<file path="src/rtl/uart_transmitter_if.sv">
// Byte handshake between the UART control logic and the serial transmitter.
// The control logic is the master; the transmitter is the slave.
`timescale 1ns/1ps
interface uart_transmitter_if;
  logic [7:0] DataIn;
  logic       DataInValid;
  logic       DataInReady;

  modport master (
    output DataIn,
    output DataInValid,
    input  DataInReady
  );

  modport slave (
    input  DataIn,
    input  DataInValid,
    output DataInReady
  );
endinterface

</file>
<file path="src/rtl/uart_transmitter.sv">
// 8N1 serial transmitter: accepts a byte on a ready/valid handshake and
// shifts it out LSB first with a registered, glitch-free SOut.
`timescale 1ns/1ps
module uart_transmitter #(
  parameter int ClockFreq = 50_000_000,
  parameter int BaudRate  = 115_200
) (
  input  logic             Clock,
  input  logic             Reset_n,
  uart_transmitter_if.slave bus,
  output logic             SOut
);

  localparam int SymbolEdgeTime    = ClockFreq / BaudRate;
  localparam int ClockCounterWidth = $clog2(SymbolEdgeTime);
  localparam int CW                = ClockCounterWidth;
  localparam logic [CW-1:0] LastTick = CW'(SymbolEdgeTime - 1);

  if (SymbolEdgeTime < 2) begin : g_rate_check
    $error("SymbolEdgeTime must be at least 2");
  end

  typedef enum logic [1:0] {
    IDLE,
    START,
    DATA,
    STOP
  } state_t;

  state_t        state;
  logic [CW-1:0] clk_cnt;
  logic [2:0]    bit_cnt;
  logic [7:0]    shift;
  logic          tick;

  assign tick            = (clk_cnt == LastTick);
  assign bus.DataInReady = (state == IDLE);

  // SOut is loaded with the value of the state being entered, so each
  // symbol starts on the same edge as its state.
  always_ff @(posedge Clock or negedge Reset_n) begin
    if (!Reset_n) begin
      state   <= IDLE;
      SOut    <= 1'b1;
      clk_cnt <= '0;
      bit_cnt <= '0;
      shift   <= '0;
    end else begin
      unique case (state)
        IDLE: begin
          clk_cnt <= '0;
          SOut    <= 1'b1;
          if (bus.DataInValid) begin
            shift <= bus.DataIn;
            state <= START;
            SOut  <= 1'b0;
          end
        end
        START: begin
          if (tick) begin
            clk_cnt <= '0;
            bit_cnt <= '0;
            state   <= DATA;
            SOut    <= shift[0];
          end else begin
            clk_cnt <= clk_cnt + 1'b1;
          end
        end
        DATA: begin
          if (tick) begin
            clk_cnt <= '0;
            shift   <= {1'b0, shift[7:1]};
            if (bit_cnt == 3'd7) begin
              state <= STOP;
              SOut  <= 1'b1;
            end else begin
              bit_cnt <= bit_cnt + 1'b1;
              SOut    <= shift[1];
            end
          end else begin
            clk_cnt <= clk_cnt + 1'b1;
          end
        end
        STOP: begin
          if (tick) begin
            clk_cnt <= '0;
            state   <= IDLE;
            SOut    <= 1'b1;
          end else begin
            clk_cnt <= clk_cnt + 1'b1;
          end
        end
        default: begin
          state <= IDLE;
          SOut  <= 1'b1;
        end
      endcase
    end
  end

endmodule

</file>
<file path="src/flat_wrapper.sv">
// flat-port wrapper written by rule: the top's interface ports become plain ports
module uart_transmitter_flat 
#(
  parameter int ClockFreq = 50_000_000,
  parameter int BaudRate  = 115_200
)
  (Clock, Reset_n, SOut, bus_DataIn, bus_DataInValid, bus_DataInReady);
  uart_transmitter_if bus_i ();
  input  logic Clock;
  input  logic Reset_n;
  output logic SOut;
  input wire logic [$bits(bus_i.DataIn)-1:0] bus_DataIn;
  input wire logic [$bits(bus_i.DataInValid)-1:0] bus_DataInValid;
  output wire logic [$bits(bus_i.DataInReady)-1:0] bus_DataInReady;
  assign bus_i.DataIn = bus_DataIn;
  assign bus_i.DataInValid = bus_DataInValid;
  assign bus_DataInReady = bus_i.DataInReady;
  uart_transmitter #(.ClockFreq(ClockFreq), .BaudRate(BaudRate)) u_core (.Clock(Clock), .Reset_n(Reset_n), .bus(bus_i), .SOut(SOut));
endmodule
</file>
<file path="config.mk">
export PLATFORM = sky130hd
export DESIGN_NAME = uart_transmitter_flat
export DESIGN_NICKNAME = d
export VERILOG_FILES = /design/src/rtl/uart_transmitter_if.sv /design/src/rtl/uart_transmitter.sv /design/src/flat_wrapper.sv
export SDC_FILE = /design/constraint.sdc
export NUM_CORES = 1
export LEC_CHECK = 0
export ABC_AREA = 1
export CAP_MARGIN = 20
export CORE_MARGIN = 2
export CORE_UTILIZATION = 40
export DETAILED_ROUTE_END_ITERATION = 10
export GPL_TIMING_DRIVEN = 0
export PLACE_DENSITY_LB_ADDON = 0.2
export SKIP_LAST_GASP = 1
export SLEW_MARGIN = 20
export SYNTH_ARGS = -nofsm -noshare
export SYNTH_HDL_FRONTEND = slang
export SYNTH_SLANG_ARGS = --single-unit
export TNS_END_PERCENT = 1
</file>
<file path="constraint.sdc">
create_clock -name Clock -period 3.45 [get_ports Clock]
set_clock_uncertainty 0.2 [all_clocks]
set_input_delay 0.5175 -clock Clock [delete_from_list [all_inputs] [get_ports Clock]]
set_output_delay 0.5175 -clock Clock [all_outputs]
set_load 0.01 [all_outputs]
</file>
Word level (Yosys, flattened, before mapping):

Cells that the tools add are included.

* add/sub/neg operators: 2
* equal/unequal tests: 11
* multiplexer cells: 21
* reduce and logical (&&, ||, !) cells: 8

Operator list (count)
* 9-bit one-hot mux with 2 select lines: 1
* 8-bit 2-to-1 mux: 2
* 8-bit one-hot mux with 2 select lines: 1
* 2-bit 2-to-1 mux: 5
* 9-bit by 1-bit adder with 9-bit output, second input constant: 1
* 9-bit == test, second input constant: 1
* 3-bit 2-to-1 mux: 3
* 9-bit 2-to-1 mux: 1
* 2-bit by 1-bit != test with 1-bit output, second input constant: 4
* 2-bit one-hot mux with 4 select lines: 1
* 3-bit one-hot mux with 2 select lines: 1
* 3-bit AND reduction: 2
* 1-bit 2-to-1 mux: 5
* 5-bit AND reduction: 1
* 2-bit == test, second input constant: 2
* 2-bit != test, second input constant: 2
* 1-bit one-hot mux with 4 select lines: 1
* 4-bit AND reduction: 1
* 2-bit nonzero test: 2
* 3-bit by 1-bit adder with 3-bit output, second input constant: 1
* 3-bit == test, second input constant: 1
* 3-bit OR reduction: 1
* 2-bit by 1-bit == test with 1-bit output, second input constant: 1
* 2-bit zero test: 1

* register bits: 23
* output and inout port bits: 2

Logic depth before layout (Yosys ltp):

Gate-level depths: netlist (run 1).

* word-level depth: 4
* gate-level depth with buffers: 10

Worst setup path after synthesis (run 1):

Ideal clock, no wire load.

* path kind: reg-to-reg
* start point: register u_core.state[0]
* end point: register u_core.shift[7]
* arrival: 1350 ps
* slack: 1783 ps
* cell stages (with the launch flop): 9
* buffers on the path: 0
* period minus slack after synthesis: 1667 ps
* cell sequence: dfrtp_1 -> inv_1 -> ha_1 -> inv_2 -> nor2_1 -> nor2_2 -> nand2_4 -> nand2_1 -> nand2_1

* cells in the longest elaborated chain, start to end: 3
* elaborated cells on any way between the ends: 7

Ends and longest elaborated chain
* start: declaration: RTL line uart_transmitter.sv:30 `state_t state;`
* start signal: assignment: RTL line uart_transmitter.sv:43 `state <= IDLE;`
* start signal: assignment: RTL line uart_transmitter.sv:55 `state <= START;`
* start signal: assignment: RTL line uart_transmitter.sv:63 `state <= DATA;`
* 2-bit zero test (*)
* net bus_DataInReady: RTL line flat_wrapper.sv:14 `output wire logic [$bits(bus_i.DataInReady)-1:0] bus_DataInReady;`
* 2-bit != test (no line) or 2-bit nonzero test (tied branches)
* 3-bit AND reduction (no line)
* end signal: assignment: RTL line uart_transmitter.sv:54 `shift <= bus.DataIn;`
* end signal: assignment: RTL line uart_transmitter.sv:72 `shift <= {1'b0, shift[7:1]};`
* end: declaration: RTL line uart_transmitter.sv:33 `logic [7:0] shift;`

Mark *: on every way through the listed nets, which the timed path passes. The rest lies on a longest branch.
A chain may end at the register's enable or synchronous reset.

Final worst setup path (run 1):

* start point: register u_core.state[0]
* end point: output bus_DataInReady

* cells in the longest elaborated chain, start to end: 1

Ends and longest elaborated chain
* 2-bit zero test: RTL line uart_transmitter.sv:37 `assign bus.DataInReady = (state == IDLE);`
* end: declaration: RTL line flat_wrapper.sv:14

Every way passes these cells.

==> results of run 1 <==
cell usage in the layout (no fill, tap or decap), drive strengths merged:
cell,n
clkbuf,4
dfstp,1
dfrtp,22
a21oi,3
xor2,1
buf,2
inv,21
or2,1
nor2,15
ha,8
nand4,3
a31oi,2
nor3b,1
o21ai,2
nand3,15
clkdlybuf4s50,11
nor3,3
dlygate4sd3,1
nand2,74
where the power goes:
group / internal, uW / leakage (uW) / switching (uW)
Clock: 45.2 / 0.0000150 / 79.1
Sequential: 355 / 0.000300 / 54.1
Combinational: 200 / 0.000530 / 325
Total: 600 / 0.000844 / 459
worst max-delay path, stage by stage (launching register included):
cell             delay, ns
dfrtp_1               0.44
inv_1                 0.09
ha_1                  0.31
clkdlybuf4s50_1       0.59
Yosys cell counts (all sizes together):
master	count
nand2	74
dfrtp	22
inv	21
nand3	15
nor2	15
ha	8
a21oi	3
nand4	3
nor3	3
a31oi	2
o21ai	2
buf	1
dfstp	1
nor3b	1
or2	1
xor2	1
final cells by class:
| type | count | share of cell area (%) |
|---|---|---|
| inverters | 21 | 5.26 |
| well taps | 44 | 3.68 |
| clock buffers | 4 | 1.75 |
| flip-flops and latches | 23 | 38.5 |
| multi-input cells | 128 | 41.9 |
| plain buffers | 1 | 0.501 |
| repair buffers | 13 | 8.35 |
through the flow:
stage	hold slack (ns)	instance area, sq um	util [%]	total power (uW)	setup WS, ns
3_5_place_dp	0.259	1470	48.0	944	1.34
3_3_place_gp	0.254	1470	48.0	936	1.35
6_report	0.283	1500	49.1	1060	0.988
2_1_floorplan	0.0219	1290	-	805	1.78
4_1_cts	0.290	1490	48.9	1080	0.969
5_1_grt	0.315	1500	49.1	1180	0.881
worst min-delay path by stage:
stage                                           start                            end  depth (start not counted)  slack (ns)
after floorplan                               Reset_n  u_core.bit_cnt[0]$_DFFE_PN0P_                          0        0.02
after global placement    u_core.shift[3]$_DFFE_PN0P_    u_core.shift[3]$_DFFE_PN0P_                          2        0.25
after detailed placement  u_core.shift[6]$_DFFE_PN0P_    u_core.shift[6]$_DFFE_PN0P_                          2        0.26
after CTS                 u_core.shift[6]$_DFFE_PN0P_    u_core.shift[6]$_DFFE_PN0P_                          2        0.29
after global routing      u_core.shift[4]$_DFFE_PN0P_    u_core.shift[4]$_DFFE_PN0P_                          2        0.32
final                     u_core.shift[6]$_DFFE_PN0P_    u_core.shift[6]$_DFFE_PN0P_                          2        0.28
routing by layer:
metal,vias to the layer above,global-route usage [%]
met4,0,6.52
met1,522,19.7
li1,572,-
met5,-,0
met2,27,28.3
met3,8,4.48
sequential cells by signal, summed over array words and instances, names as in the netlist:
name            flops
u_core.SOut         1
u_core.bit_cnt      3
u_core.clk_cnt      9
u_core.shift        8
u_core.state        2
timing repair:
item / in CTS / in global routing
endpoints found under the hold margin: 0 / 22
setup endpoints to repair: 0 / 0
gates resized for setup: 0 / 0
hold buffers: 0 / 1
cells by family (layout without fill, tap and decap cells):
group / Yosys count / in the layout / share of synthesized area (%)
compound gates: 7 / 7 / 2.91
xor+xnor: 1 / 1 / 0.678
fa+ha+maj: 8 / 8 / 7.75
buf+inv: 22 / 39 / 6.69
flops: 23 / 23 / 44.7
simple gates: 112 / 112 / 37.3
==> results.ini, run 1 <==
[outcome]
status = finished, final reports clean

[worst_setup_path]
end_kind = output pin
r2r-start = u_core.state[0]$_DFFE_PN0P_
required_ns = 2.73
reg2reg_slack_ns = 1.52
reg2reg_to = u_core.shift[2]$_DFFE_PN0P_
startpoint = u_core.state[0]$_DFFE_PN0P_
crit_type = flop to output pin
path_max_fanout = 6
crit_path_end = bus_DataInReady
start_kind = flop
r2r_cells = 8
arrival_ns = 1.74

[die]
row_count = 20
die_area_sq_mm = 0.00370
die_x_um = 60.8
core_area_sq_mm = 0.00305
dieHeight_um = 60.8
ios = 13
start_util_pct = 42.3

[yosys]
yosysWarnings = 0
synth_area_sq_mm = 0.00129
synth.area.top_cells = dfrtp_1 (43%), nand2_1 (21%), ha_1 (7.8%), nand3_1 (5.8%), inv_1 (4.4%)
syn_nets = 192
syn_avg_cell_area_sq_um = 7.46
synth_area_leader_cell = dfrtp_1
ys_types = 21
synth_top_area_share_pct = 42.6
ys_seq_elements = 23
synth_seq_area_share_pct = 44.7
syn_inst = 173

[cts]
cts.sinks = 23
clk_pin_slew_ns = 0.12
clockBufferDepth = 2
clockRootBuffer = clkbuf_4
cts_tree = done
cts_buffers = 3
cts_setup_buffers = 0
clk_latency_ns = 0.31
cts-htree-levels = 1

[pwr]
p_leak_uw = 0.000844
pwr_density_cell_mw_per_mm2 = 707
peakVddDrop_mv = 0.282

[min_path]
hp-class = flop to flop

[sta]
hold_viol = 0
slew_headroom_pct = 64.8
finalCritPeriodShare_pct = 71.3
setup_viol = 0
final_max_slew_viol_count = 0
grt_setup_unrepaired = no
period_minus_slack_ns = 2.46
worst_pin_slew_ns = 0.528
fmax_mhz = 406
tns_ns = 0

[global_route]
grtUsageTotal_pct = 16.5
grt_pass1_vias = 1123
antenna_found_initial = 0
grt_max_degree = 24
grt_overflow = 0
grt_pass1_wl_um = 4530

[detailed_routing]
top_layer = met4
initialDrtViolationCount = 48
drt-met1-wl_um = 1120
wl_met3_um = 106
vias = 1129
routed_wl_um = 2540
antenna_left = 0
routed-wl-met2_um = 1260
viasPerCell = 4.82
firstDrtPassIters = 6
drc_errors = 0
wl_per_cell_um = 10.9

[finish]
final_nets = 210
diodes = 0
seq_area_sq_um = 577
areaGrowthSynthToFinish_pct = 16.0
fill_cells = 324
multi_input_area_sq_um = 628
final-instance-count-excl-fill = 234
drive_gt1_share_pct = 9.47

[placement]
gp_congestion = 0.800
dp_cells = 229
dp_hpwl_um = 1850
io_buffers = 12

[flow_run]
max-cap-violations = 0

Note: power is estimated with default switching activity, not from simulation.
==> run 2: changes to the inputs <==
==> constraint.sdc (replaced) <==
create_clock -name Clock -period 2.2 [get_ports Clock]
set_clock_uncertainty 0.2 [all_clocks]
set_input_delay 0.33 -clock Clock [delete_from_list [all_inputs] [get_ports Clock]]
set_output_delay 0.33 -clock Clock [all_outputs]
set_load 0.01 [all_outputs]
==> run 2 against run 1 <==
Against the previous run:
- first-iteration DRC count rose by 19%
- via count up 0.80%
- critical path depth fell by 2
- sequential cell count is the same
- sequential power up 57%
- die area did not move
- routed wire length grew 1.3%
- global-route usage rose by 0.088 points
- worst hold slack is essentially flat
- clock-buffer cell count did not move
- final cell count increased by 0.85%
- critical path type unchanged
- critical endpoint is now SOut
- largest cell class unchanged
- highest routed layer unchanged
==> results.ini, run 2 (synthesis gave the netlist of run 1 again) <==
[global_route]
grt_max_degree = 24  ; unchanged
grt_overflow = 0  ; unchanged
grtUsageTotal_pct = 16.6  ; +0.088 points
grt_pass1_vias = 1127  ; +0.36%
antenna_found_initial = 0  ; unchanged
grt_pass1_wl_um = 4560  ; +0.60%

[sta]
setup_viol = 0  ; unchanged
period_minus_slack_ns = 1.91
worst_pin_slew_ns = 0.529  ; +0.000641 ns
fmax_mhz = 523
slew_headroom_pct = 64.7  ; about the same
grt_setup_unrepaired = no
hold_viol = 0  ; unchanged
setup_ws_ns = 0.286  ; -0.702 ns
tns_ns = 0  ; unchanged
hold_slack_ns = 0.283  ; +0.000398 ns
final_max_slew_viol_count = 0  ; unchanged
finalCritPeriodShare_pct = 87.0

[die]
die_x_um = 60.8  ; unchanged
core_area_sq_mm = 0.00305  ; unchanged
die_area_sq_mm = 0.00370  ; unchanged
ios = 13  ; unchanged
row_count = 20  ; unchanged
dieHeight_um = 60.8  ; unchanged
start_util_pct = 42.3  ; unchanged

[cts]
clockBufferDepth = 2  ; unchanged
cts_tree = done
cts-htree-levels = 1  ; unchanged
clk_latency_ns = 0.31  ; about the same
cts.sinks = 23  ; unchanged
clockRootBuffer = clkbuf_4
cts_buffers = 3  ; unchanged
clk_pin_slew_ns = 0.12  ; about the same

[detailed_routing]
viasPerCell = 4.82  ; about the same
drt-met1-wl_um = 1130  ; +0.45%
drc_errors = 0  ; unchanged
vias = 1138  ; +0.80%
initialDrtViolationCount = 57  ; +19%
wl_per_cell_um = 10.9  ; +0.44%
firstDrtPassIters = 6  ; unchanged
wl_met3_um = 112  ; +5.7%
antenna_left = 0  ; unchanged
top_layer = met4
routed-wl-met2_um = 1290  ; +2.7%
routed_wl_um = 2580  ; +1.3%

[pwr]
intPower_uw = 978  ; +63%
peakVddDrop_mv = 0.445  ; +58%
p_leak_uw = 0.000865  ; +2.5%
p_sw_uw = 738  ; +61%
pwr-share-clk_pct = 11.5  ; -0.2 points
pwr-share-seq_pct = 37.4  ; -1.2 points
p_sw_share_pct = 43.0  ; -0.31 points
combPwrFrac_pct = 51.1  ; +1.4 points
pwr_density_cell_mw_per_mm2 = 1120  ; +59%

[finish]
top_register = u_core.clk_cnt
drive_gt1_share_pct = 11.5  ; +2.0 points
top_regs = u_core.clk_cnt: 9 flops, u_core.shift: 8 flops, u_core.bit_cnt: 3 flops
final_cell_mix = nand2_1 (71), dfrtp_1 (22), nand3_1 (15)
final_area_sq_mm = 0.00153  ; +2.0%
final_util_pct = 50.0  ; +0.98 points
largest_reg_flops = 9  ; unchanged
final_nets = 212  ; +0.95%
diodes = 0  ; unchanged
areaGrowthSynthToFinish_pct = 18.3
final_common_cell = nand2_1

[worst_setup_path]
r2r_cells = 7  ; -1
start_kind = flop
crit_type = flop to output pin
crit_buf_inv = 1  ; -1
required_ns = 1.67  ; -1.06 ns
cp_slowest_cell = dfstp_2
slowest_delay_ns = 0.55  ; -0.04 ns
crit_cells = 1  ; -2
path_cells = clkdlybuf4s50_1
path_max_fanout = 2  ; -4
end_kind = output pin
cp_top_family = flip-flops
arrival_ns = 1.38  ; -0.36 ns

[min_path]
hp-class = flop to flop
hold_path_depth = 2  ; unchanged

[placement]
gp_congestion = 0.800  ; unchanged
post_dp_cell_area_sq_mm = 0.00147  ; unchanged
dp_hpwl_um = 1850  ; unchanged
io_buffers = 12  ; unchanged
place_ws_ns = 0.275  ; -1.06 ns

[outcome]
status = finished, final reports clean

[flow_run]
max-cap-violations = 0  ; unchanged

run 2: worst paths after layout:
kind,startpoint,endpoint,slack (ns)
max,u_core.SOut$_DFFE_PN1P_,SOut,0.29
min,u_core.shift[6]$_DFFE_PN0P_,u_core.shift[6]$_DFFE_PN0P_,0.28
max reg2reg,u_core.state[0]$_DFFE_PN0P_,u_core.shift[2]$_DFFE_PN0P_,0.34
min reg2reg,u_core.shift[6]$_DFFE_PN0P_,u_core.shift[6]$_DFFE_PN0P_,0.28
max in group asynchronous,Reset_n,u_core.SOut$_DFFE_PN1P_,1.11
min in group asynchronous,Reset_n,u_core.clk_cnt[2]$_DFF_PN0_,0.32
run 2: per-stage QoR:
stage | instances | total power [uW]
final | 236 | 1720
after global routing | 236 | 1910
after CTS | 233 | 1720
after detailed placement | 229 | 1480
after global placement | 229 | 1470
after floorplan | 173 | 1260
run 2: metal layers:
| metal | global-route usage, % | vias to the layer above |
|---|---|---|
| met2 | 28.3 | 24 |
| li1 | - | 577 |
| met3 | 4.48 | 6 |
| met4 | 6.52 | 0 |
| met5 | 0 | - |
| met1 | 20.0 | 531 |
run 2: power by group through the flow:
stage,logic (uW),clock network (uW),registers [uW]
final,877,197,643
after detailed placement,830,0,651
after floorplan,626,0,637
after CTS,865,209,642
after global placement,819,0,649
after global routing,1020,229,663
run 2: cell type report:
type,instances,area [sq um]
inverter,21,78.8
tap,44,55.1
sequential,23,577
buffer,1,7.51
fill,321,1530
clock buffer,4,26.3
multi-input combinational,128,641
timing repair buffer,15,143
run 2: what timing repair did:
| item | CTS | global route |
|---|---|---|
| buffers inserted | 0 | 2 |
| setup endpoints to repair | 1 | 1 |
| hold endpoints to repair | 0 | 22 |
| resized for setup | 2 | 2 |
| pin swaps | 0 | 0 |
| hold buffers | 0 | 1 |
==> run 3: changes to the inputs <==
--- a/config.mk
+++ b/config.mk
@@ -6,9 +6,10 @@
 export NUM_CORES = 1
 export LEC_CHECK = 0
 export ABC_AREA = 1
+export ABC_CLOCK_PERIOD_IN_PS = 2200
 export CAP_MARGIN = 20
 export CORE_MARGIN = 2
-export CORE_UTILIZATION = 40
+export CORE_UTILIZATION = 50
 export DETAILED_ROUTE_END_ITERATION = 10
 export GPL_TIMING_DRIVEN = 0
 export PLACE_DENSITY_LB_ADDON = 0.2
==> run 3 against run 2 <==
Against the previous run:
- total power decreased by 1.6%
- sequential cell count unchanged
- worst setup slack improved by 0.0022 ns
- final cell count decreased by 6.8%
- clock power decreased by 2%
- utilization increased by 11 points
- die area decreased by 19%
- critical path type unchanged
- largest cell class unchanged
- highest routed layer unchanged
==> results.ini, run 3 (synthesis gave the netlist of run 1 again) <==
[outcome]
status = finished, final reports clean

[sta]
final_max_slew_viol_count = 0  ; unchanged
worst_pin_slew_ns = 0.515  ; -0.0136 ns
hold_viol = 0  ; unchanged
hold_slack_ns = 0.288  ; +0.00461 ns
slew_headroom_pct = 65.6  ; +0.91 points
grt_setup_unrepaired = no
setup_viol = 0  ; unchanged
period_minus_slack_ns = 1.91  ; -0.00220 ns
finalCritPeriodShare_pct = 86.9  ; -0.10 points
setup_ws_ns = 0.288  ; +0.00220 ns
tns_ns = 0  ; unchanged
fmax_mhz = 523  ; +0.12%

[placement]
dp_hpwl_um = 1840  ; -0.79%
gp_congestion = 0.802  ; +0.26%
io_buffers = 12  ; unchanged
dp_cells = 215  ; -6.1%
place_ws_ns = 0.288  ; +0.0126 ns

[worst_setup_path]
path_max_fanout = 2  ; unchanged
required_ns = 1.67  ; about the same
cp_slowest_cell = dfstp_2
crit_type = flop to output pin
slowest_delay_ns = 0.55  ; about the same
cp_top_family = flip-flops
start_kind = flop
arrival_ns = 1.38  ; about the same
end_kind = output pin
crit_buf_inv = 1  ; unchanged
path_cells = clkdlybuf4s50_1

[die]
die_x_um = 54.8  ; -9.9%
core_area_sq_mm = 0.00245  ; -20%
ios = 13  ; unchanged
row_count = 18  ; -10%
dieHeight_um = 54.8  ; -9.9%
die_area_sq_mm = 0.00301  ; -19%
start_util_pct = 52.6  ; +10 points

[finish]
largest_reg_flops = 9  ; unchanged
final_common_cell = nand2_1
final-instance-count-excl-fill = 220  ; -6.8%
areaGrowthSynthToFinish_pct = 15.9
drive_gt1_share_pct = 10.5  ; -0.93 points
top_regs = u_core.clk_cnt: 9 flops, u_core.shift: 8 flops, u_core.bit_cnt: 3 flops
final_nets = 210  ; -0.94%
final_util_pct = 61.0  ; +11 points
diodes = 0  ; unchanged
final_cell_mix = nand2_1 (71), dfrtp_1 (22), inv_1 (15), nand3_1 (15), nor2_1 (13)
top_register = u_core.clk_cnt

[cts]
cts.sinks = 23  ; unchanged
clockBufferDepth = 2  ; unchanged
cts-htree-levels = 1  ; unchanged
clk_pin_slew_ns = 0.13  ; about the same
clk_latency_ns = 0.30  ; about the same
cts_buffers = 3  ; unchanged
cts_setup_buffers = 0  ; unchanged
cts_tree = done
clockRootBuffer = clkbuf_4

[global_route]
grt_overflow = 0  ; unchanged
grt_pass1_wl_um = 4110  ; -9.8%
antenna_found_initial = 0  ; unchanged
grt_pass1_vias = 970  ; -14%
grtUsageTotal_pct = 19.0  ; +2.4 points
grt_max_degree = 24  ; unchanged

[detailed_routing]
initialDrtViolationCount = 21  ; -63%
viasPerCell = 5.00  ; +3.8%
wl_per_cell_um = 11.0  ; +0.57%
drc_errors = 0  ; unchanged
routed_wl_um = 2410  ; -6.3%
firstDrtPassIters = 4  ; -2
antenna_left = 0  ; unchanged
vias = 1101  ; -3.3%

[pwr]
p_leak_uw = 0.000859  ; -0.75%
pwr_density_cell_mw_per_mm2 = 1130  ; +0.41%
peakVddDrop_mv = 0.897  ; +100%

[flow_run]
max-cap-violations = 0  ; unchanged

[min_path]
hp-class = flop to flop

==> run 3: worst min-delay path, delay by kind of cell, from the launching register on <==
kind / cells / cell delay, ns
flip-flops: 1 / 0.36
AND/OR/NAND/NOR: 2 / 0.10
==> run 3: stage by stage <==
| stage | instance area, sq um | total power (uW) |
|---|---|---|
| 4_1_cts | 1490 | 1710 |
| 3_5_place_dp | 1450 | 1490 |
| 2_1_floorplan | 1290 | 1260 |
| 5_1_grt | 1500 | 1860 |
| 6_report | 1500 | 1690 |
| 3_3_place_gp | 1450 | 1460 |
==> run 3: timing repair <==
| action | CTS | global route |
|---|---|---|
| gates resized for setup | 2 | 1 |
| endpoints found under the setup margin | 1 | 1 |
| hold endpoints to repair | 0 | 22 |
| hold buffers | 0 | 1 |
==> run 3: cell type report <==
type | count | area [sq um]
fillers | 231 | 958
multi-input cells | 128 | 641
flip-flops and latches | 23 | 577
repair buffers | 13 | 128
inverters | 21 | 78.8
well taps | 30 | 37.5
clock buffers | 3 | 22.5
plain buffers | 1 | 7.51
clock inverters | 1 | 5.00
==> run 3: path summary, 6_finish.rpt <==
path                                               end                        start  slack (ns)  cells after the start
min in group asynchronous  u_core.clk_cnt[7]$_DFF_PN0_                      Reset_n        0.31                      2
min                        u_core.shift[4]$_DFFE_PN0P_  u_core.shift[4]$_DFFE_PN0P_        0.29                      2
max                                               SOut      u_core.SOut$_DFFE_PN1P_        0.29                      1
max reg2reg                u_core.shift[2]$_DFFE_PN0P_  u_core.state[0]$_DFFE_PN0P_        0.34                      7
min reg2reg                u_core.shift[4]$_DFFE_PN0P_  u_core.shift[4]$_DFFE_PN0P_        0.29                      2
max in group asynchronous      u_core.SOut$_DFFE_PN1P_                      Reset_n        1.13                      2
==> run 3: power breakdown <==
group	internal [uW]	switching (uW)
clock	67.8	126
sequential	556	86.6
combinational	329	523
==> run 3: metal layers <==
metal,track usage [%],part of all wire [%],up-vias
met3,2.73,2.1,2
met4,6.25,0.87,0
li1,-,-,579
met1,24.3,48,511
met2,32.7,49,9
met5,0,0,-
